--- config.mk ---
export PLATFORM = sky130hd
export DESIGN_NAME = regfile_dump_reader
export DESIGN_NICKNAME = d
export VERILOG_FILES = /design/src/rtl/regfile_dump_reader_pkg.sv /design/src/rtl/regfile_dump_reader.sv
export SDC_FILE = /design/constraint.sdc
export NUM_CORES = 1
export LEC_CHECK = 0
export CAP_MARGIN = 30
export CORE_MARGIN = 1.5
export CORE_UTILIZATION = 45
export CTS_CLUSTER_SIZE = 16
export DETAILED_ROUTE_END_ITERATION = 10
export GPL_TIMING_DRIVEN = 0
export PLACE_DENSITY_LB_ADDON = 0.12
export SETUP_SLACK_MARGIN = 0.5
export SLEW_MARGIN = 20
export SYNTH_ARGS = -nofsm -noshare
export SYNTH_HDL_FRONTEND = slang
export SYNTH_SLANG_ARGS = --single-unit
--- constraint.sdc ---
create_clock -name CLK -period 4.6 [get_ports CLK]
set_clock_uncertainty 0.1 [all_clocks]
set_input_delay 0.69 -clock CLK [delete_from_list [all_inputs] [get_ports CLK]]
set_output_delay 0.69 -clock CLK [all_outputs]
set_load 0.01 [all_outputs]
--- src/rtl/regfile_dump_reader_pkg.sv ---
// -----------------------------------------------------------------------------
// regfile_dump_reader_pkg
//
// Shared definitions for the register-file debug dump engine:
//   - default geometry of the architectural register file
//   - the dump FSM state enumeration (also exported on the debug state port)
// -----------------------------------------------------------------------------
package regfile_dump_reader_pkg;

   localparam int DEF_NUM_REGS = 32;
   localparam int DEF_ADDR_W   = 5;
   localparam int DEF_DATA_W   = 32;

   // Width of the encoded FSM state as seen on the debug port.
   localparam int STATE_W = 3;

   typedef enum logic [STATE_W-1:0] {
      stIdle   = 3'd0,
      stFreeze = 3'd1,
      stFetch  = 3'd2,
      stSend   = 3'd3,
      stDone   = 3'd4
   } dumpState_t;

endpackage : regfile_dump_reader_pkg

--- src/rtl/regfile_dump_reader.sv ---
// -----------------------------------------------------------------------------
// regfile_dump_reader
//
// Debug read-out engine for the CPU register file. A start pulse in IDLE
// freezes architectural writes, then the engine walks the register file's
// second (combinational) read port from the first to the last register and
// streams each (index, value) pair out over a valid/ready link. The freeze is
// released once the last word has been accepted.
//
// Handshake: a word transfers on a rising CLK edge where out_valid and
// out_ready are both high. Once out_valid rises, out_valid, out_addr, out_data
// and out_last hold stable until that transfer; out_valid is never withdrawn
// early. out_ready may be held high continuously.
//
// Ports:
//   CLK, RST    - clock, asynchronous active-high reset
//   start       - dump request, only honoured in IDLE
//   rd_addr     - register file read address (0 when idle)
//   rd_data     - combinational read data for rd_addr
//   freeze      - high for the whole dump; gates the register file WE upstream
//   out_valid   - output word valid
//   out_ready   - consumer accepts the word
//   out_addr    - register index of the output word
//   out_data    - register value of the output word
//   out_last    - marks the word for index NUM_REGS-1
//   busy        - FSM is not in IDLE
//   done        - one-cycle pulse after the final transfer
//   dbgState    - current FSM state encoding, for observation
// -----------------------------------------------------------------------------
module regfile_dump_reader
   import regfile_dump_reader_pkg::*;
#(
   parameter int NUM_REGS  = DEF_NUM_REGS,
   parameter int ADDR_W    = DEF_ADDR_W,    // 2**ADDR_W must be >= NUM_REGS
   parameter int DATA_W    = DEF_DATA_W,
   parameter int SKIP_ZERO = 1              // r0 is hard-wired to 0
)(
   input  logic               CLK,
   input  logic               RST,
   input  logic               start,
   output logic [ADDR_W-1:0]  rd_addr,
   input  logic [DATA_W-1:0]  rd_data,
   output logic               freeze,
   output logic               out_valid,
   input  logic               out_ready,
   output logic [ADDR_W-1:0]  out_addr,
   output logic [DATA_W-1:0]  out_data,
   output logic               out_last,
   output logic               busy,
   output logic               done,
   output logic [STATE_W-1:0] dbgState
);

   localparam logic [ADDR_W-1:0] FIRST_IDX = (SKIP_ZERO != 0) ? ADDR_W'(1) : '0;
   localparam logic [ADDR_W-1:0] LAST_IDX  = ADDR_W'(NUM_REGS - 1);

   dumpState_t state;
   dumpState_t stateNext;

   logic [ADDR_W-1:0] idx;
   logic [ADDR_W-1:0] outAddrQ;
   logic [DATA_W-1:0] outDataQ;
   logic              outValidQ;
   logic              outLastQ;

   // Datapath controls decoded by the FSM.
   logic loadIdx;
   logic incIdx;
   logic capture;
   logic clearValid;

   // --------------------------------------------------------------------------
   // FSM state register
   // --------------------------------------------------------------------------
   always_ff @(posedge CLK or posedge RST) begin
      if (RST) begin
         state <= stIdle;
      end else begin
         state <= stateNext;
      end
   end

   // --------------------------------------------------------------------------
   // FSM next-state and combinational outputs
   // --------------------------------------------------------------------------
   always_comb begin
      stateNext  = state;
      rd_addr    = '0;
      freeze     = 1'b0;
      busy       = 1'b0;
      done       = 1'b0;
      loadIdx    = 1'b0;
      incIdx     = 1'b0;
      capture    = 1'b0;
      clearValid = 1'b0;

      unique case (state)
         stIdle: begin
            if (start) begin
               loadIdx   = 1'b1;
               stateNext = stFreeze;
            end
         end

         // One dead cycle: a write launched in the start cycle lands on the
         // falling edge here, before the first read is sampled.
         stFreeze: begin
            freeze    = 1'b1;
            busy      = 1'b1;
            rd_addr   = idx;
            stateNext = stFetch;
         end

         stFetch: begin
            freeze    = 1'b1;
            busy      = 1'b1;
            rd_addr   = idx;
            capture   = 1'b1;
            stateNext = stSend;
         end

         stSend: begin
            freeze  = 1'b1;
            busy    = 1'b1;
            rd_addr = idx;
            if (outValidQ && out_ready) begin
               clearValid = 1'b1;
               if (outLastQ) begin
                  stateNext = stDone;
               end else begin
                  incIdx    = 1'b1;
                  stateNext = stFetch;
               end
            end
         end

         stDone: begin
            freeze    = 1'b1;
            busy      = 1'b1;
            done      = 1'b1;
            rd_addr   = idx;
            stateNext = stIdle;
         end

         default: begin
            stateNext = stIdle;
         end
      endcase
   end

   // --------------------------------------------------------------------------
   // Index counter and output word register
   // --------------------------------------------------------------------------
   always_ff @(posedge CLK or posedge RST) begin
      if (RST) begin
         idx       <= '0;
         outAddrQ  <= '0;
         outDataQ  <= '0;
         outValidQ <= 1'b0;
         outLastQ  <= 1'b0;
      end else begin
         if (loadIdx) begin
            idx <= FIRST_IDX;
         end else if (incIdx) begin
            // The walk ends at LAST_IDX, so this never wraps.
            idx <= idx + ADDR_W'(1);
         end

         if (capture) begin
            outDataQ  <= rd_data;
            outAddrQ  <= idx;
            outLastQ  <= (idx == LAST_IDX);
            outValidQ <= 1'b1;
         end else if (clearValid) begin
            outValidQ <= 1'b0;
            outLastQ  <= 1'b0;
         end
      end
   end

   assign out_valid = outValidQ;
   assign out_addr  = outAddrQ;
   assign out_data  = outDataQ;
   assign out_last  = outLastQ;
   assign dbgState  = state;

endmodule : regfile_dump_reader

* Yosys cells after proc, flatten, opt, wreduce, memory -nomap -nowiden
Cells that the tools add are included.
Widths: inputs -> output; s select.
** Cells by class
- Equality and inequality tests :: 7
- Shifts and indexed selects :: 0
- Multiply operators :: 0
- Divide/modulo/power cells :: 0
- Bitwise logic cells :: 0
- Magnitude comparators :: 0
- Add/subtract/negate cells :: 1
- Multiplexer cells :: 20
- Reduce and logical (&&, ||, !) cells :: 6
** Operators with widths (number)
- $mux 5 :: 3
- $mux 1 :: 13
- $pmux 3 s4 :: 1
- $mux 3 :: 3
- $eq 3x2->1 const B :: 2
- $add 5x1->5 const B :: 1
- $eq 5x5->1 const B :: 1
- $ne 2x2->1 const B :: 2
- $reduce_bool 2->1 :: 2
- $reduce_or 4->1 :: 1
- $eq 3x1->1 const B :: 1
- $eq 3x3->1 const B :: 1
- $logic_not 3->1 :: 1
- $reduce_and 2->1 :: 1
- $logic_and 1x1->1 :: 1
** Storage, ports and cells
- Memories :: 0
- RAM bits :: 0
- Bits in registers :: 47
- Logic and storage cells :: 40
- Latch bits :: 0
- Memory bits (read-only) :: 0
- Input port bits :: 36

* Depth between registers and ports, before layout
- Word-level depth :: 5
- Gate-level depth with buffers :: 5

* Worst setup path after synthesis
Ideal clock, no wire load.
- Kind :: register to output
- Start point :: register state[0], in the netlist dbgState[0]
- End point :: output rd_addr[0]
- Required time :: 3.810 ns
- Arrival time :: 1.290 ns
- Cell stages (with the launch flop) :: 5
- Path slack :: 2.520 ns
- Cell sequence :: dfrtp_1 buf_4 nor2_1 xnor2_1 and2_1
** Between the ends
- Cells in the longest elaborated chain, start to end :: 3
- Elaborated cells between the ends (all ways) :: 6
** Ends and longest elaborated chain
- start: declaration :: line regfile_dump_reader.sv:57 : dumpState_t state;
- start signal: assignment :: line regfile_dump_reader.sv:77 : state <= stIdle;
- start signal: assignment :: line regfile_dump_reader.sv:79 : state <= stateNext;
- $eq 3x2->1 (tied with other cells) :: line regfile_dump_reader.sv:97 : unique case (state)
- $reduce_or 4->1 (no line) (*)
- $mux 5 (*) :: line regfile_dump_reader.sv:97
- end: declaration :: line regfile_dump_reader.sv:41 : output logic [ADDR_W-1:0] rd_addr,
Every way passes the cells marked *; elsewhere a longest branch is shown, timed or not.

* Worst setup path after layout
- Start point :: register state[0], in the netlist dbgState[0]
- End point :: output rd_addr[3]
The elaborated chain is that of the path after synthesis.

==> flow_metrics.py <==
metrics = {
    "detailed_routing": {
        "final_antenna_net_count": 0,
        "drc": 0,
        "dr.pass1.iters": 4,
        "vias": 1471,
        "wl_um": 4580,
        "drt-vias-per-instance": 5.11,
        "drt_iter0_drc": 105,
        "wire_per_inst_um": 15.9,
    },
    "worst_setup_path": {
        "crit_fanout": 10,
        "worstPathRequired_ns": 3.81,
        "worstSetupEndpointType": "primary output",
        "crit_chain": "buf_4, nor2_1, xnor2_1, and2_1, clkdlybuf4s50_1",
        "crit_family": "buffers and inverters",
        "slowest_delay_ns": 0.55,
        "startpoint": "dbgState[0]",
        "startpoint_type": "register",
        "critPathSlowestCell": "clkdlybuf4s50_1",
        "path_class": "reg -> out",
        "path_buf_inv": 2,
        "arrival_ns": 2.09,
        "reg2reg_from": "dbgState[2]",
    },
    "logic_synthesis": {
        "synth_seq_cells": 47,
        "ys.flop_type": "dfrtp_1",
        "synth_top_cell_by_area": "dfrtp_1",
        "synth_edf_count": 0,
        "netlist_instances": 142,
        "synth_cell_types": 29,
        "synthDominantCellAreaShare": 0.587,
        "netlist_top_cells_area": "dfrtp_1, mux2_2, buf_4",
        "ys_async_sr_fraction": 1.00,
        "yosysMostFrequentCell": "dfrtp_1",
        "ys_seq_area_frac": 0.587,
        "syn_area_per_cell_um2": 14.1,
        "syn_nets": 180,
        "yosysWarnings": 0,
        "netlist_area_um2": 2000,
        "synthTopCellsByCount": "dfrtp_1, mux2_2, and2_1, buf_4",
    },
    "placed_design": {
        "gp_congestion": 0.752,
        "io_buffer_count": 85,
        "dpl.hpwl_um": 3480,
    },
    "cts": {
        "htreeDepth": 2,
        "post_cts_resized": 0,
        "ctsHoldBuffers": 0,
        "path_clk_slew_ns": 0.09,
        "clock-sinks": 47,
        "clockRootBuffer": "clkbuf_8",
        "cts_made_buffers": 5,
        "clk_latency_ns": 0.29,
        "post_cts_buffers": 0,
        "cts_tree": "done",
        "clockBufferDepth": 2,
    },
    "die": {
        "io_pins": 86,
        "start_util": 0.463,
        "row_count": 24,
        "die_area_um2": 4860,
        "core_area_um2": 4320,
        "die_w_um": 69.7,
        "die_h_um": 69.7,
    },
    "flow_run": {
        "max_cap_violations": 0,
    },
    "hold_path": {
        "hold_start": "out_data[17]",
        "hold_class": "reg -> reg",
    },
    "final_layout": {
        "drive_gt1_frac": 0.246,
        "area_growth_syn_to_layout_pct": 52.6,
        "final_util": 0.707,
        "n_antenna_cell": 0,
        "multi_input_area_um2": 752,
        "seqCellArea_um2": 1180,
        "n_fill_cell": 301,
        "fin_nets": 273,
    },
    "timing": {
        "max_freq_mhz": 347,
        "period_minus_slack_ns": 2.88,
        "slew_violations": 0,
        "period_share": 0.627,
        "setup_violations": 0,
        "rsz0062_at_grt": "false",
        "fin_setup_tns_ns": 0,
        "worst_pin_slew_ns": 0.574,
        "slew_headroom": 0.617,
        "hold_viol": 0,
    },
    "global_routing": {
        "grt_max_degree": 31,
        "grt_antenna_before_repair": 0,
        "grt_pass1_wl_um": 7570,
        "grt_pass1_vias": 1531,
        "grt_use_total": 0.196,
        "gr-total-overflow": 0,
    },
    "power": {
        "p_leak_nw": 1.26,
        "vdd_drop_max_mv": 0.313,
        "pwr_density_cell_nw_per_um2": 585,
    },
    "outcome": {
        "status": "complete, no violations",
    },
}
through the flow:
| step | hold WS, ns | area (µm²) | setup slack, ns | power [W] | std cells |
|---|---|---|---|---|---|
| 2_1_floorplan | 0.416 | 2000 | 2.52 | 0.00103 | 142 |
| 3_3_place_gp | 0.371 | 2920 | 1.89 | 0.00145 | 279 |
| 3_5_place_dp | 0.383 | 2940 | 2.04 | 0.00150 | 280 |
| 4_1_cts | 0.402 | 3060 | 1.70 | 0.00181 | 288 |
| 5_1_grt | 0.429 | 3060 | 1.63 | 0.00189 | 288 |
| 6_report | 0.398 | 3060 | 1.72 | 0.00179 | 288 |
layer usage:
| layer | routed length [µm] | track usage |
|---|---|---|
| met5 | 0 | 0 |
| met4 | 48 | 0.0513 |
| met3 | 283 | 0.0581 |
| met2 | 2400 | 0.344 |
| met1 | 1840 | 0.238 |
sequential cells by signal, summed over array words and instances, names as in the netlist:
signal / count
dbgState: 3
idx: 5
out_addr: 5
out_data: 32
out_last: 1
out_valid: 1
cell usage in the layout, fill, tap and decap left out:
| master | n |
|---|---|
| nand2b_4 | 1 |
| clkbuf_8 | 6 |
| nor4b_2 | 1 |
| and4b_1 | 1 |
| and3_1 | 1 |
| o21ai_0 | 5 |
| o32ai_1 | 1 |
| buf_4 | 6 |
| a21oi_1 | 5 |
| inv_2 | 1 |
| ha_1 | 2 |
| nor3_1 | 1 |
| dfrtp_1 | 47 |
| nor2b_1 | 1 |
| and2_1 | 6 |
| nand2_1 | 2 |
| xnor2_1 | 1 |
| clkinv_2 | 1 |
| nor2_8 | 1 |
| inv_1 | 4 |
| o31ai_1 | 2 |
| a211oi_1 | 1 |
| bufinv_16 | 1 |
| a2bb2oi_1 | 1 |
| buf_6 | 1 |
| nor2_1 | 5 |
| or4_1 | 2 |
| buf_12 | 1 |
| nand4b_4 | 1 |
| or3b_1 | 1 |
| clkdlybuf4s50_1 | 85 |
| nand2b_2 | 1 |
| mux2_1 | 1 |
| mux2_2 | 36 |
| nand3_1 | 3 |
path summary, 6_finish.rpt:
kind / to / slack [ns] / depth (start not counted)
hold / removal: out_data[17] / 0.40 / 1
hold reg to reg: out_data[17] / 0.40 / 1
setup reg to reg: out_data[15] / 2.91 / 5
setup / recovery: rd_addr[3] / 1.72 / 5
min in group asynchronous: out_data[15] / 0.60 / 2
max in group asynchronous: out_data[26] / 3.31 / 3
worst register-to-register path, stage by stage (launching register included):
cell and delay (ns):
dfrtp_1 0.39, buf_6 0.14, nand2b_4 0.18, nor2_8 0.18, buf_4 0.23, mux2_2 0.37
kinds of logic (layout without fill, tap and decap cells):
family | count (synthesis) | count (layout) | synth area share
compound gates | 15 | 15 | 0.0450
simple gates | 28 | 28 | 0.106
xor+xnor | 1 | 1 | 0.00437
flops | 47 | 47 | 0.587
fa+ha+maj | 2 | 2 | 0.0125
buf+inv | 12 | 106 | 0.0375
mux | 37 | 37 | 0.208
area by class of cell:
cell class,count,share of cell area
repair buffers,86,0.285
plain buffers,7,0.0184
well taps,52,0.0213
multi-input cells,83,0.246
inverters,5,0.00614
clock buffers,6,0.0270
clock inverters,2,0.0115
flip-flops and latches,47,0.385
where the power goes:
| part | switching, W | total (W) | internal (W) |
|---|---|---|---|
| Sequential | 0.000109 | 0.000702 | 0.000593 |
| Combinational | 0.000276 | 0.000775 | 0.000499 |
| Clock | 0.000134 | 0.000310 | 0.000176 |
| Total | 0.000519 | 0.00179 | 0.00127 |
Note: power is estimated with default switching activity, not from simulation.
